$ cat src/rtl/mcu_subsys_sram_arbiter.sv
// Round-robin arbiter sharing one SRAM port between two valid/ready masters.
// Optional grant watchdog enabled by defining MCU_SRAM_ARB_TIMEOUT_EN.
`timescale 1ns/1ps
module mcu_subsys_sram_arbiter #(
  parameter int unsigned TIMEOUT_CYCLES = 255,
  parameter logic [31:0] TIMEOUT_RDATA  = 32'hDEAD_BEEF
) (
  input  logic        sys_clk,
  input  logic        rst_n,
  input  logic        m0_mem_valid,
  output logic        m0_mem_ready,
  input  logic [31:0] m0_mem_addr,
  input  logic [31:0] m0_mem_wdata,
  input  logic [3:0]  m0_mem_wstrb,
  output logic [31:0] m0_mem_rdata,
  input  logic        m1_mem_valid,
  output logic        m1_mem_ready,
  input  logic [31:0] m1_mem_addr,
  input  logic [31:0] m1_mem_wdata,
  input  logic [3:0]  m1_mem_wstrb,
  output logic [31:0] m1_mem_rdata,
  output logic        sram_mem_valid,
  input  logic        sram_mem_ready,
  output logic [31:0] sram_mem_addr,
  output logic [31:0] sram_mem_wdata,
  output logic [3:0]  sram_mem_wstrb,
  input  logic [31:0] sram_mem_rdata,
  output logic        arb_timeout
);

  typedef enum logic [1:0] {
    IDLE = 2'd0,
    GNT0 = 2'd1,
    GNT1 = 2'd2
  } state_e;

  state_e state_q, state_d;
  logic   last_q, last_d;
  logic   gnt_valid;
  logic   to_hit;

  if (TIMEOUT_CYCLES == 0) begin : g_bad_cfg
    $error("TIMEOUT_CYCLES must be at least 1");
  end

  always_comb begin
    gnt_valid = 1'b0;
    if (state_q == GNT0) gnt_valid = m0_mem_valid;
    if (state_q == GNT1) gnt_valid = m1_mem_valid;
  end

`ifdef MCU_SRAM_ARB_TIMEOUT_EN
  localparam int unsigned CW = $clog2(TIMEOUT_CYCLES + 1);
  localparam logic [CW-1:0] CNT_LAST = CW'(TIMEOUT_CYCLES - 1);

  logic [CW-1:0] cnt_q, cnt_d;

  always_comb begin
    cnt_d = cnt_q;
    if (state_q == IDLE) begin
      cnt_d = '0;
    end else if (!sram_mem_ready) begin
      cnt_d = cnt_q + CW'(1);
    end
  end

  // Fires on the TIMEOUT_CYCLES-th stalled grant cycle; a late ready wins.
  assign to_hit = gnt_valid && !sram_mem_ready &&
                  (cnt_q == CNT_LAST);

  always_ff @(posedge sys_clk or negedge rst_n) begin
    if (!rst_n) begin
      cnt_q <= '0;
    end else begin
      cnt_q <= cnt_d;
    end
  end
`else
  assign to_hit = 1'b0;
`endif

  always_comb begin
    state_d        = state_q;
    last_d         = last_q;
    sram_mem_valid = 1'b0;
    sram_mem_addr  = '0;
    sram_mem_wdata = '0;
    sram_mem_wstrb = '0;
    m0_mem_ready   = 1'b0;
    m0_mem_rdata   = '0;
    m1_mem_ready   = 1'b0;
    m1_mem_rdata   = '0;
    arb_timeout    = to_hit;
    unique case (state_q)
      IDLE: begin
        if (m0_mem_valid && (!m1_mem_valid || last_q)) begin
          state_d = GNT0;
          last_d  = 1'b0;
        end else if (m1_mem_valid) begin
          state_d = GNT1;
          last_d  = 1'b1;
        end
      end
      GNT0: begin
        sram_mem_valid = m0_mem_valid & ~to_hit;
        sram_mem_addr  = m0_mem_addr;
        sram_mem_wdata = m0_mem_wdata;
        sram_mem_wstrb = m0_mem_wstrb;
        m0_mem_ready   = m0_mem_valid &
                         (sram_mem_ready | to_hit);
        m0_mem_rdata   = to_hit ? TIMEOUT_RDATA
                                : sram_mem_rdata;
        if (!m0_mem_valid || sram_mem_ready || to_hit) begin
          state_d = IDLE;
        end
      end
      GNT1: begin
        sram_mem_valid = m1_mem_valid & ~to_hit;
        sram_mem_addr  = m1_mem_addr;
        sram_mem_wdata = m1_mem_wdata;
        sram_mem_wstrb = m1_mem_wstrb;
        m1_mem_ready   = m1_mem_valid &
                         (sram_mem_ready | to_hit);
        m1_mem_rdata   = to_hit ? TIMEOUT_RDATA
                                : sram_mem_rdata;
        if (!m1_mem_valid || sram_mem_ready || to_hit) begin
          state_d = IDLE;
        end
      end
      default: begin
        state_d = IDLE;
      end
    endcase
  end

  // last_q resets to m1 so that m0 wins the first tie.
  always_ff @(posedge sys_clk or negedge rst_n) begin
    if (!rst_n) begin
      state_q <= IDLE;
      last_q  <= 1'b1;
    end else begin
      state_q <= state_d;
      last_q  <= last_d;
    end
  end

endmodule

$ cat config.mk
export PLATFORM = sky130hd
export DESIGN_NAME = mcu_subsys_sram_arbiter
export DESIGN_NICKNAME = d
export VERILOG_FILES = /design/src/rtl/mcu_subsys_sram_arbiter.sv
export SDC_FILE = /design/constraint.sdc
export NUM_CORES = 1
export LEC_CHECK = 0
export BUFFER_PORTS_ARGS = -buffer_cell sky130_fd_sc_hd__buf_4
export CAP_MARGIN = 15
export CORE_AREA = 2 2 118 120
export DETAILED_ROUTE_END_ITERATION = 7
export DIE_AREA = 0 0 120 122
export HOLD_SLACK_MARGIN = 0.02
export SLEW_MARGIN = 20
export SYNTH_ARGS = -nofsm -noshare
export SYNTH_HDL_FRONTEND = slang
export SYNTH_SLANG_ARGS = --single-unit
$ cat constraint.sdc
create_clock -name sys_clk -period 3.1 [get_ports sys_clk]
set_input_delay 0.62 -clock sys_clk [delete_from_list [all_inputs] [get_ports sys_clk]]
set_output_delay 0.62 -clock sys_clk [all_outputs]
set_load 0.02 [all_outputs]
# Yosys cells after proc, flatten, opt, wreduce, memory -nomap -nowiden
# Index checks and enable logic that the tools add are counted.
classes:
  n_bitwise: 2
  reduce_logical: 10
  eq_ne: 5
  n_mux: 15
ops:
  columns: ["op", "count"]
  rows:
  - ["$pmux 32 s2", 2]
  - ["$mux 32", 2]
  - ["$mux 2", 4]
  - ["$pmux 4 s2", 1]
  - ["$pmux 2 s3", 1]
  - ["$mux 1", 4]
  - ["$ne 2x1->1 const B", 2]
  - ["$logic_or 1x1->1", 3]
  - ["$ne 3x3->1 const B", 1]
  - ["$reduce_and 3->1", 1]
  - ["$and 1x1->1", 2]
  - ["$eq 2x1->1 const B", 1]
  - ["$eq 2x2->1 const B", 1]
  - ["$logic_not 1->1", 2]
  - ["$logic_not 2->1", 1]
  - ["$pmux 1 s2", 1]
  - ["$reduce_and 2->1", 1]
  - ["$reduce_bool 2->1", 1]
  - ["$logic_and 1x1->1", 1]
word_totals:
  output_inout_bits: 136
  elab_cells: 34
  register_bits: 3

# Longest topological paths before layout
# Gate-level depths: netlist of the first run.
logic_depth:
  word_depth: 5
  ltp_mapped: 7

# Worst setup path before layout of the first run
# OpenSTA, ideal clock, no wires.
synth_timing:
  kind: "reg2out"
  startpoint: "register state_q[1]"
  endpoint: "output sram_mem_wdata[10]"
  required_ns: 2.480
  path_buffers: 2
  arrival_time_ns: 1.462
  setup_slack_ns: 1.018
  path_stages_with_launch: 6
  cell_sequence: "dfrtp_1 -> inv_1 -> ha_1 -> buf_4 -> clkbuf_1 -> nor2b_1"
synth_between:
  elab_chain_cells: 2
  word_cells_on_any_way: 3
synth_rtl:
  columns: ["item", "line", "source"]
  rows:
  - ["start, declared", "37", "state_e state_q, state_d;"]
  - ["start signal, assigned", "142", "state_q <= state_d;"]
  - ["$eq 2x2->1 or $eq 2x1->1 (tied branches)", "94", "unique case (state_q)"]
  - ["$pmux 32 s2 (*)", "94", null]
  - ["end, declared", "25", "output logic [31:0] sram_mem_wdata,"]
# Every way passes the cells marked *; elsewhere a longest branch is shown, timed or not.

# Worst setup path after layout of the first run
layout_timing:
  startpoint: "register state_q[1]"
  endpoint: "output sram_mem_wdata[19]"
# The elaborated chain is that of the path after synthesis.

==> results of run 1 <==
## metrics by stage
| step | utilization [%] | std cells | worst slack, ns |
|---|---|---|---|
| 6_report | 31.5 | 724 | 0.636 |
| 5_1_grt | 31.5 | 724 | 0.495 |
| 4_1_cts | 31.5 | 724 | 0.609 |
| 3_5_place_dp | 30.9 | 720 | 0.829 |
| 3_3_place_gp | 30.9 | 720 | 0.874 |
| 2_1_floorplan | - | 257 | 1.02 |
## area by class of cell
class	count	area [µm²]	share of cell area, %
Tap cell	180	225	5.29
Clock buffer	4	78.8	1.85
Inverter	4	15.0	0.353
Timing Repair Buffer	313	2360	55.5
Sequential cell	3	76.3	1.79
Multi-Input combinational cell	220	1500	35.2
## worst max path at each step
stage                         endpoint  slack [ns]  depth (start not counted)
global placement    sram_mem_wdata[27]        0.87                          6
global route        sram_mem_wdata[27]        0.50                          6
finish              sram_mem_wdata[19]        0.64                          6
CTS                 sram_mem_wdata[27]        0.61                          6
floorplan           sram_mem_wdata[10]        1.02                          5
detailed placement  sram_mem_wdata[27]        0.83                          6
## Yosys cell counts
cell	instances	share of area, %
a22oi_1	68	29
o21ai_0	1	0.29
a21oi_1	2	0.58
nand2_1	3	0.65
and3_1	2	0.72
ha_1	4	2.9
nor2b_1	69	25
buf_2	12	3.5
a22oi_2	1	0.72
inv_1	4	0.87
buf_4	4	1.7
conb_1	1	0.22
o22ai_1	2	0.72
buf_6	2	1.3
dfstp_2	1	1.5
or2_1	1	0.36
clkbuf_1	12	2.6
and2_1	64	23
dfrtp_1	2	2.9
a22o_1	2	1.0
## routing by layer
layer | wire length, µm | share of wire (%)
met1 | 3930 | 39
met4 | 111 | 1.1
met3 | 835 | 8.2
met2 | 5260 | 52
met5 | 0 | 0
## sequential cells by signal, summed over array words and instances, names as in the netlist
signal / count
last_q: 1
state_q: 2
## power by group through the flow
stage / logic [mW] / registers [mW] / clock network (mW)
global placement: 2.75 / 0.0786 / 0
detailed placement: 2.80 / 0.0808 / 0
finish: 2.76 / 0.0815 / 0.208
global route: 2.98 / 0.0828 / 0.213
CTS: 2.81 / 0.0805 / 0.211
floorplan: 1.71 / 0.0741 / 0
## cells by family after synthesis
group | Yosys count
compound gates | 76
fa+ha+maj | 4
buf+inv | 34
flops | 3
other cells | 1
simple gates | 139
==> summary.md, run 1 <==
| Metric | Value |
|---|---|
| Delay-heaviest family, CP | `buffers and inverters` |
| Crit-path max FO | `48` |
| Ratio of cells with drive above 1 in the final layout | `58.8%` |
| DRC errors left | `0` |
| Crit path launch type | `register` |
| Syn Area/Cell | `a little under 7 µm²` |
| Pins Over Slew Limit | `0` |
| Worst r2r path cells | `6` |
| Yosys cell types | `20` |
| Cell-internal power | `1.48 mW` |
| Starting Density | `12.8%` |
| Largest family of logic cells by synthesized area | `simple AND/OR/NAND/NOR gates` |
| Global-route wire length before repair | `approximately 15000 µm` |
| Core box area | `13500 µm²` |
| Status | `finished, final reports clean` |
| Most frequent cells in the layout | `buf_4 (312), nor2b_1 (69), a22oi_1 (68)` |
| Synth Area in XOR/XNOR | `0%` |
| Proportion of synthesized area in mux cells | `0%` |
| Routed Antenna Nets | `0` |
| Synthesized area | `~1700 µm²` |
| Die W | `around 120 µm` |
| Leakage | `2.13 nW` |
| GRT Util Overall | `12.3%` |
| Grt total ovfl | `0` |
| Vias | `3037` |
| Register area share after synthesis | `under 10%` |
| Antenna Cells | `0` |
| Io pins | `309` |
| Fin. Hold Viols | `0` |
| Design area | `~4300 µm²` |
| Detailed placer's ending HPWL | `a little over 8000 µm` |
| Commonest non-fill, non-tap cell in the layout | `buf_4` |
| Fin crit period | `2.46 ns` |
| Die height | `about 120 µm` |
| Placed instance area | `4180 µm²` |
| Site row count | `43` |
| HP Class | `input pin to asynchronous set/reset pin` |
| CP Launch Point | `state_q[1]` |
| Syn Nets | `434` |
| FF+latch count, synth | `3` |
| Port buffer count | `307` |
| Critical path cell sequence | `inv_1, ha_4, buf_4, a22oi_1, nor2b_1, buf_4` |
| Slew @ Worst Pin | `0.507 ns` |
| Busiest layer in global routing | `met2` |
| Hold_buf cts | `0` |
| Area delta synth->final | `146%` |
| Setup crit end kind | `output port` |
| DR vias/cell | `4.19` |
| Yosys warning count | `0` |
| Met1 Use GR | `14.3%` |
| H-tree Lvls | `1` |
| Net Sw Power | `around 1.6 mW` |
| Max VDD drop | `0.000294 V` |
| Clock skew | `0.000830 ns` |
| Reg2reg end | `state_q[0]` |
| Met3 usage in global routing | `2.11%` |
| CTS tree | `built` |
| Most used cell, CP | `buf_4` |
| Clock root cell | `clkbuf_16` |
| Final count of negative-setup-slack endpoints | `0` |
| MaxCap Viol Count | `0` |
| Clock Path Buffers | `2` |
| Wirelength per Cell | `14.0 µm` |
| Fmax achieved | `406 MHz` |
| Slew margin rel. | `66.2%` |
| R2R setup slack | `1.29 ns` |
| Post-cts sizing count | `0` |
| Setup repair bufs after CTS | `0` |
| CTS buffer count | `3` |
| Worst Path Buf+Inv | `3` |
| Clk pin slew, worst setup/hold paths | `approximately 0.030 ns` |
| Routed WL | `10100 µm` |
| Number of global-route vias before repair | `2962` |
| Worst EP required | `2.48 ns` |
| Compound-Gate Fraction of Synth Area | `between 30% and 40%` |
| Synth Area in Adders | `2.89%` |
| Cells after Synth | `roughly 260` |
| Combinational share of power | `90.5%` |
| Tcrit/Tclk final | `79.5%` |
| M2 GR Usage | `23.3%` |
| Clk sinks | `3` |
| Clock share of power | `just under 7%` |
| Die area | `14600 µm²` |
| Seq pwr share | `2.7%` |
| Reg2reg start | `state_q[1]` |
| Fillers | `1465` |
| RSZ-0062 raised after global routing | `no` |
| GP Congestion | `between 0.7 and 0.8` |
| CP arrival | `between 1.5 and 2 ns` |
| Crit Path Category | `register to output port` |
| Initial DRC count | `between 80 and 90` |
| DRT Pass-1 Iters | `4` |
| Total negative slack | `0 ns` |
| Crit-path max cell delay | `0.40 ns` |
| Initial antenna violation count | `0` |
| Hold slack | `0.175 ns` |
| Layout Nets | `722` |
| Crit-path slowest cell | `dfrtp_1` |
| Pwr dens | `716 nW/µm²` |
| Pin count of the biggest net entering global routing | `70` |
| Clock latency on the worst-skew pair | `0.23 ns` |
| Switching Fraction | `51.4%` |
| Total chip power | `3.05 mW` |
| Synth Area in Simple Gates | `49.7%` |
Note: power is estimated with default switching activity, not from simulation.
==> run 2: changes to the inputs <==
Settings changed: ABC_AREA set to 1, CORE_AREA 2 2 118 120 to 2 2 119 121, DIE_AREA 0 0 120 122 to 0 0 121 123.
Clock period 3.1 ns to 2.3 ns, I/O delays scaled along.
==> run 2 against run 1 <==
  * Cell area increased by 3.5%
  * Sequential power increased by 31%
  * Setup slack got worse by 0.52 ns
  * Global-route usage decreased by 0.12 points
  * Critical path depth unchanged
  * Die area increased by 1.7%
==> summary.md, run 2 <==
| Metric | Value |
|---|---|
| Status | `finished, final reports clean (unchanged)` |
| Clk sinks | `3 (unchanged)` |
| Crit Path Category | `register to output port (unchanged)` |
| Clock root cell | `clkbuf_16 (unchanged)` |
| Max reg flops | `2 (unchanged)` |
| Number of global-route vias before repair | `2971 (was 2962)` |
| Hold_sp | `last_q` |
| Detailed placer's ending HPWL | `8510 µm (was 8160 µm)` |
| Port buffer count | `307 (unchanged)` |
| Register area share after synthesis | `4.04% (was 4.40%)` |
| Clock Path Buffers | `2 (unchanged)` |
| Footprint of the multi-input gates | `1320 µm² (was 1500 µm²)` |
| Clock latency on the worst-skew pair | `0.23 ns (about the same)` |
| Routed Antenna Nets | `0 (unchanged)` |
| Synthesized area | `1890 µm² (was 1730 µm²)` |
| Largest regs | `state_q (2), last_q (1) (unchanged)` |
| Vias | `3379 (was 3037)` |
| Site row count | `43 (unchanged)` |
| Starting Density | `13.9% (was 12.8%)` |
| Synth area leaders | `nand2_1 (41%), a21oi_1 (15%), inv_1 (14%) (was a22oi_1 (29%), nor2b_1 (25%), and2_1 (23%))` |
| Leakage | `2.68 nW (was 2.13 nW)` |
| Yosys warning count | `0 (unchanged)` |
| Met1 WL | `4290 µm (was 3930 µm)` |
| Fillers | `1529 (was 1465)` |
| Reg2reg start | `state_q[0] (was state_q[1])` |
| Antenna Cells | `0 (unchanged)` |
| Crit path launch type | `register (unchanged)` |
| Global-route wire length before repair | `14600 µm (was 14700 µm)` |
| Post-synth top flop | `dfrtp_1 (unchanged)` |
| Syn Nets | `576 (was 434)` |
| Post-synth EDFFs | `0 (unchanged)` |
| Crit-path max cell delay | `0.40 ns (about the same)` |
| DR vias/cell | `3.89 (was 4.19)` |
| Setup WS post-layout | `0.119 ns (was 0.636 ns)` |
| Max VDD drop | `0.000665 V (was 0.000294 V)` |
| CTS buffer count | `3 (unchanged)` |
| DRT Pass-1 Iters | `4 (unchanged)` |
| Fmax achieved | `459 MHz` |
| Place WS | `0.303 ns (was 0.829 ns)` |
| Critical path cell sequence | `inv_1, ha_1, inv_4, buf_12, a21oi_1, buf_4 (was inv_1, ha_4, buf_4, a22oi_1, nor2b_1, buf_4)` |
| Die height | `123 µm (was 122 µm)` |
| CP Launch Point | `state_q[0] (was state_q[1])` |
| GP Congestion | `0.783 (was 0.729)` |
| Most common cell in the netlist | `nand2_1 (was nor2b_1)` |
| Cells after Synth | `399 (was 257)` |
| Syn Area/Cell | `4.74 µm² (was 6.74 µm²)` |
| Die W | `121 µm (was 120 µm)` |
| Clock skew | `0.00126 ns (was 0.000830 ns)` |
| Total negative slack | `0 ns (unchanged)` |
| Fin crit period | `2.18 ns` |
| Setup crit end kind | `output port (unchanged)` |
| GRT Util Overall | `12.1% (was 12.3%)` |
| CTS tree | `built (unchanged)` |
| DRC errors left | `0 (unchanged)` |
| Pins Over Slew Limit | `0 (unchanged)` |
| Pin count of the biggest net entering global routing | `65 (was 70)` |
| Worst EP required | `1.84 ns (was 2.48 ns)` |
| Largest register by flop count | `state_q (unchanged)` |
| Crit-path max FO | `36 (was 48)` |
| Layout Nets | `866 (was 722)` |
| Wirelength per Cell | `12.0 µm (was 14.0 µm)` |
| Most frequent cells in the layout | `buf_4 (309), nand2_1 (204), inv_1 (69) (was buf_4 (312), nor2b_1 (69), a22oi_1 (68))` |
| Ratio of cells with drive above 1 in the final layout | `50.1% (was 58.8%)` |
| Die area | `14900 µm² (was 14600 µm²)` |
| Initial antenna violation count | `0 (unchanged)` |
| Yosys cell types | `19 (was 20)` |
| Grt total ovfl | `0 (unchanged)` |
| CP arrival | `1.72 ns (was 1.84 ns)` |
| Top layer in use | `met4 (unchanged)` |
| Clk pin slew, worst setup/hold paths | `0.03 ns (about the same)` |
| Tcrit/Tclk final | `94.8%` |
| FF+latch count, synth | `3 (unchanged)` |
| Top cell type by total area after synthesis | `nand2_1 (was a22oi_1)` |
| MaxCap Viol Count | `0 (unchanged)` |
| Ys async rst share | `100% (unchanged)` |
| H-tree Lvls | `1 (unchanged)` |
| Setup repair bufs after CTS | `0 (unchanged)` |
| Pwr dens | `1070 nW/µm² (was 716 nW/µm²)` |
| Metal3 WL | `991 µm (was 835 µm)` |
| Synth top area share | `40.5% (was 29.5%)` |
| Initial DRC count | `106 (was 84)` |
| Design area | `4410 µm² (was 4260 µm²)` |
| Core box area | `13600 µm² (was 13500 µm²)` |
| Commonest non-fill, non-tap cell in the layout | `buf_4 (unchanged)` |
| Met2 WL post-DR | `5040 µm (was 5260 µm)` |
| Routed WL | `10400 µm (was 10100 µm)` |
| Crit-path slowest cell | `dfrtp_1 (unchanged)` |
| HP Class | `register to register (was input pin to asynchronous set/reset pin)` |
| RSZ-0062 raised after global routing | `no (unchanged)` |
| Commonest cells in the netlist | `nand2_1 (204), inv_1 (69), a21oi_1 (57) (was nor2b_1 (69), a22oi_1 (68), and2_1 (64))` |
| Final count of negative-setup-slack endpoints | `0 (unchanged)` |
| Register area | `76.3 µm² (unchanged)` |
| Placed instance area | `4310 µm² (was 4180 µm²)` |
| Io pins | `309 (unchanged)` |
| Fin. Hold Viols | `0 (unchanged)` |
| Area delta synth->final | `133% (was 146%)` |
[run 2: changes by cell type after synthesis, moves of 7 or more]
cell	before	now
nand2_1	3	204
nor2b_1	69	0
a22oi_1	68	0
inv_1	4	69
and2_1	64	0
a21oi_1	2	57
a21oi_2	0	12
nand2_2	0	10
clkbuf_1	12	5
[run 2: where the power goes]
part / internal [mW] / switching [mW]
Sequential: 0.0851 / 0.0217
Clock: 0.229 / 0.0499
Combinational: 1.68 / 2.64
[run 2: stage by stage]
| stage | util (%) | power (mW) | std cells | hold slack [ns] |
|---|---|---|---|---|
| 2_1_floorplan | - | 2.79 | 399 | 0.164 |
| 3_3_place_gp | 31.6 | 4.47 | 863 | 0.256 |
| 3_5_place_dp | 31.6 | 4.47 | 863 | 0.257 |
| 4_1_cts | 32.3 | 4.76 | 868 | 0.511 |
| 5_1_grt | 32.4 | 5.10 | 868 | 0.541 |
| 6_report | 32.4 | 4.71 | 868 | 0.499 |
[run 2: layout make-up]
class | instances | area share (%)
clock buffer | 4 | 1.79
timing repair buffer | 316 | 55.4
tap | 180 | 5.11
multi-input combinational | 295 | 30.0
sequential | 3 | 1.73
inverter | 70 | 6.02
[run 2: layer usage]
metal  GRT usage [%]  vias to the layer above
met2            21.9                      173
met3            2.63                        6
met1            15.1                     1454
met4            1.60                        0
li1                -                     1746
met5               0                        -
[run 2: final timing paths]
check	end	slack, ns	cells after the start
hold / removal	last_q	0.50	2
hold reg to reg	last_q	0.50	2
max in group asynchronous	last_q	1.54	2
setup reg to reg	state_q[1]	0.74	9
min in group asynchronous	state_q[0]	0.57	2
setup / recovery	sram_mem_addr[16]	0.12	6
[run 2: what timing repair did]
action,in CTS,in global routing
gates resized for setup,0,3
endpoints found under the hold margin,1,0
endpoints found under the setup margin,0,25
hold buffers,1,0
[run 2: logic make-up after synthesis]
group	count (synthesis)	synth area share, %
AND/OR/NAND/NOR	220	45.1
buffers and inverters	101	27.1
AO/OA/AOI/OAI	70	20.9
adder cells (fa/ha/maj)	4	2.65
flip-flops	3	4.04
other	1	0.198
[run 2: worst max-delay path, delay by kind of cell (launching register included)]
| kind | cells | cell delay (ns) |
|---|---|---|
| buffers and inverters | 4 | 0.64 |
| adders and majority gates | 1 | 0.33 |
| AOI/OAI and AO/OA | 1 | 0.09 |
| DFF | 1 | 0.40 |
==> run 3: changes to the inputs <==
Settings changed: ABC_AREA 1 to 0.
==> run 3 against run 2 <==
  * Core utilization shrank 0.66 points
  * Clock power shrank 1%
  * Via count shrank 8.5%
  * Wire length grew 11%
  * Setup slack gained 0.0070 ns
  * Critical path depth is the same
  * Clock skew is essentially flat
  * Combinational power shrank 11%
  * First-iteration DRC count is the same
  * Sequential cell count is the same
  * Critical path type unchanged
  * Critical endpoint is now sram_mem_addr[19]
  * Highest routed layer is now met5
==> summary.md, run 3 (synthesized netlist as in run 1, its figures left out) <==
| Metric | Value |
|---|---|
| Status | `finished, final reports clean (unchanged)` |
| Setup repair bufs after CTS | `0 (unchanged)` |
| Fillers | `1465 (was 1529)` |
| Die W | `121 µm (unchanged)` |
| Global-route wire length before repair | `15100 µm (was 14600 µm)` |
| Leakage | `2.15 nW (was 2.68 nW)` |
| Routed Antenna Nets | `0 (unchanged)` |
| Layout Nets | `723 (was 866)` |
| MaxCap Viol Count | `0 (unchanged)` |
| Cells after DPL | `719 (was 863)` |
| Pwr dens | `979 nW/µm² (was 1070 nW/µm²)` |
| Vias | `3093 (was 3379)` |
| Io pins | `309 (unchanged)` |
| Pins Over Slew Limit | `0 (unchanged)` |
| GRT Util Overall | `12.8% (was 12.1%)` |
| GP Congestion | `0.774 (was 0.783)` |
| Pin count of the biggest net entering global routing | `103 (was 65)` |
| Fmax achieved | `460 MHz (was 459 MHz)` |
| Place WS | `0.311 ns (was 0.303 ns)` |
| CTS tree | `built (unchanged)` |
| Final Util | `31.7% (was 32.4%)` |
| Die area | `14900 µm² (unchanged)` |
| Most frequent cells in the layout | `buf_4 (309), nor2b_1 (69), a22oi_1 (68) (was buf_4 (309), nand2_1 (204), inv_1 (69))` |
| Tcrit/Tclk final | `94.5% (was 94.8%)` |
| DRT Pass-1 Iters | `4 (unchanged)` |
| Final count of negative-setup-slack endpoints | `0 (unchanged)` |
| Total negative slack | `0 ns (unchanged)` |
| Met3 usage in global routing | `2.95% (was 2.63%)` |
| Commonest non-fill, non-tap cell in the layout | `buf_4 (unchanged)` |
| Max VDD drop | `0.000453 V (was 0.000665 V)` |
| Clk sinks | `3 (unchanged)` |
| Site row count | `43 (unchanged)` |
| Ratio of cells with drive above 1 in the final layout | `58.7% (was 50.1%)` |
| H-tree Lvls | `1 (unchanged)` |
| Largest register by flop count | `state_q (unchanged)` |
| Initial DRC count | `106 (unchanged)` |
| Clock latency on the worst-skew pair | `0.22 ns (was 0.23 ns)` |
| Largest regs | `state_q (2), last_q (1) (unchanged)` |
| Setup crit end kind | `output port (unchanged)` |
| Antenna Cells | `0 (unchanged)` |
| Final non-filler cell total | `725 (was 868)` |
| Crit Path Category | `register to output port (unchanged)` |
| Setup WS post-layout | `0.126 ns (was 0.119 ns)` |
| Initial antenna violation count | `1 (was 0)` |
| Detailed placer's ending HPWL | `9160 µm (was 8510 µm)` |
| Clock Path Buffers | `2 (unchanged)` |
| Core box area | `13600 µm² (unchanged)` |
| Crit path launch type | `register (unchanged)` |
| Die height | `123 µm (unchanged)` |
| Number of global-route vias before repair | `2893 (was 2971)` |
| CP arrival | `1.71 ns (was 1.72 ns)` |
| Crit-path max FO | `55 (was 36)` |
| HP Class | `register to register (unchanged)` |
| Worst Path Buf+Inv | `3 (was 4)` |
| Port buffer count | `307 (unchanged)` |
| Delay-heaviest family, CP | `buffers and inverters (unchanged)` |
| Crit-path slowest cell | `dfrtp_1 (unchanged)` |
| M2 GR Usage | `23.8% (was 21.9%)` |
| Routed WL | `11500 µm (was 10400 µm)` |
| Clock skew | `0.00153 ns (was 0.00126 ns)` |
| Wirelength per Cell | `15.9 µm (was 12.0 µm)` |
| DR vias/cell | `4.27 (was 3.89)` |
| Max reg flops | `2 (unchanged)` |
| Fin. Hold Viols | `0 (unchanged)` |
| Busiest layer in global routing | `met2 (unchanged)` |
| Total chip power | `4.23 mW (was 4.71 mW)` |
| Area delta synth->final | `149% (was 133%)` |
| Fin crit period | `2.17 ns (was 2.18 ns)` |
| RSZ-0062 raised after global routing | `no (unchanged)` |
| Clk pin slew, worst setup/hold paths | `0.03 ns (about the same)` |
| Clock root cell | `clkbuf_16 (unchanged)` |
| Critical path cell sequence | `inv_1, ha_2, buf_12, a22oi_1, nor2b_1, buf_4 (was inv_1, ha_1, inv_4, buf_12, a21oi_1, buf_4)` |
| Grt total ovfl | `0 (unchanged)` |
| DRC errors left | `0 (unchanged)` |
| Starting Density | `12.7% (was 13.9%)` |
| CTS buffer count | `3 (unchanged)` |
| Worst EP required | `1.84 ns (about the same)` |
| Crit-path max cell delay | `0.41 ns (was 0.40 ns)` |
| Met1 Use GR | `15.2% (was 15.1%)` |
==> run 3: cell types whose count changed in the layout (fill, tap and decap cells not counted), sizes merged, moves of 2 or more <==
cell	delta
and3	+2
a21oi	-67
nand2	-211
nor2	-5
a22oi	+69
and2	+64
nor2b	+69
a22o	+2
inv	-66
o22ai	+2
buf	-3
==> run 3: layout make-up <==
type	count	area, µm²	area share, %
Tap cell	180	225	5.22
Inverter	4	15.0	0.348
Sequential cell	3	76.3	1.77
Clock buffer	4	78.8	1.83
Timing Repair Buffer	314	2420	56.1
Multi-Input combinational cell	220	1500	34.7
==> run 3: final timing paths <==
check | start | endpoint | slack (ns) | depth (start not counted)
worst max-delay path | state_q[0] | sram_mem_addr[19] | 0.13 | 6
worst min-delay path | last_q | last_q | 0.50 | 2
worst max register to register | state_q[0] | state_q[1] | 0.60 | 6
worst min register to register | last_q | last_q | 0.50 | 2
max in group asynchronous | rst_n | last_q | 1.53 | 2
min in group asynchronous | rst_n | state_q[0] | 0.58 | 2
==> run 3: report_power, final <==
group | internal, mW | leakage, nW | switching (mW)
clock network | 0.229 | 0.0382 | 0.0465
logic | 1.77 | 2.08 | 2.07
registers | 0.0832 | 0.0362 | 0.0249
total | 2.08 | 2.15 | 2.14
==> run 3: worst min-delay path: cells and delay by family (launching register included) <==
kind / cells / cell delay (ns)
flip-flops: 1 / 0.37
AND/OR/NAND/NOR: 1 / 0.05
AO/OA/AOI/OAI: 1 / 0.07
==> run 3: routing by layer <==
layer	vias up	part of all wire [%]	wire length (µm)
met5	-	0.11	13
met4	2	0.37	42
met3	6	9.1	1050
met2	168	52	5970
met1	1450	38	4420
li1	1467	-	-
==> run 3: stage by stage <==
stage                     hold WS [ns]  cell area (µm²)
after CTS                        0.495             4280
after global placement           0.250             4200
after floorplan                  0.164             1730
after global routing             0.540             4320
final                            0.499             4320
after detailed placement         0.252             4200
==> run 3: what timing repair did <==
item / 4_1_cts / 5_1_grt
endpoints found under the hold margin: 1 / 0
hold buffers: 1 / 0
endpoints found under the setup margin: 0 / 2
gates resized for setup: 0 / 1
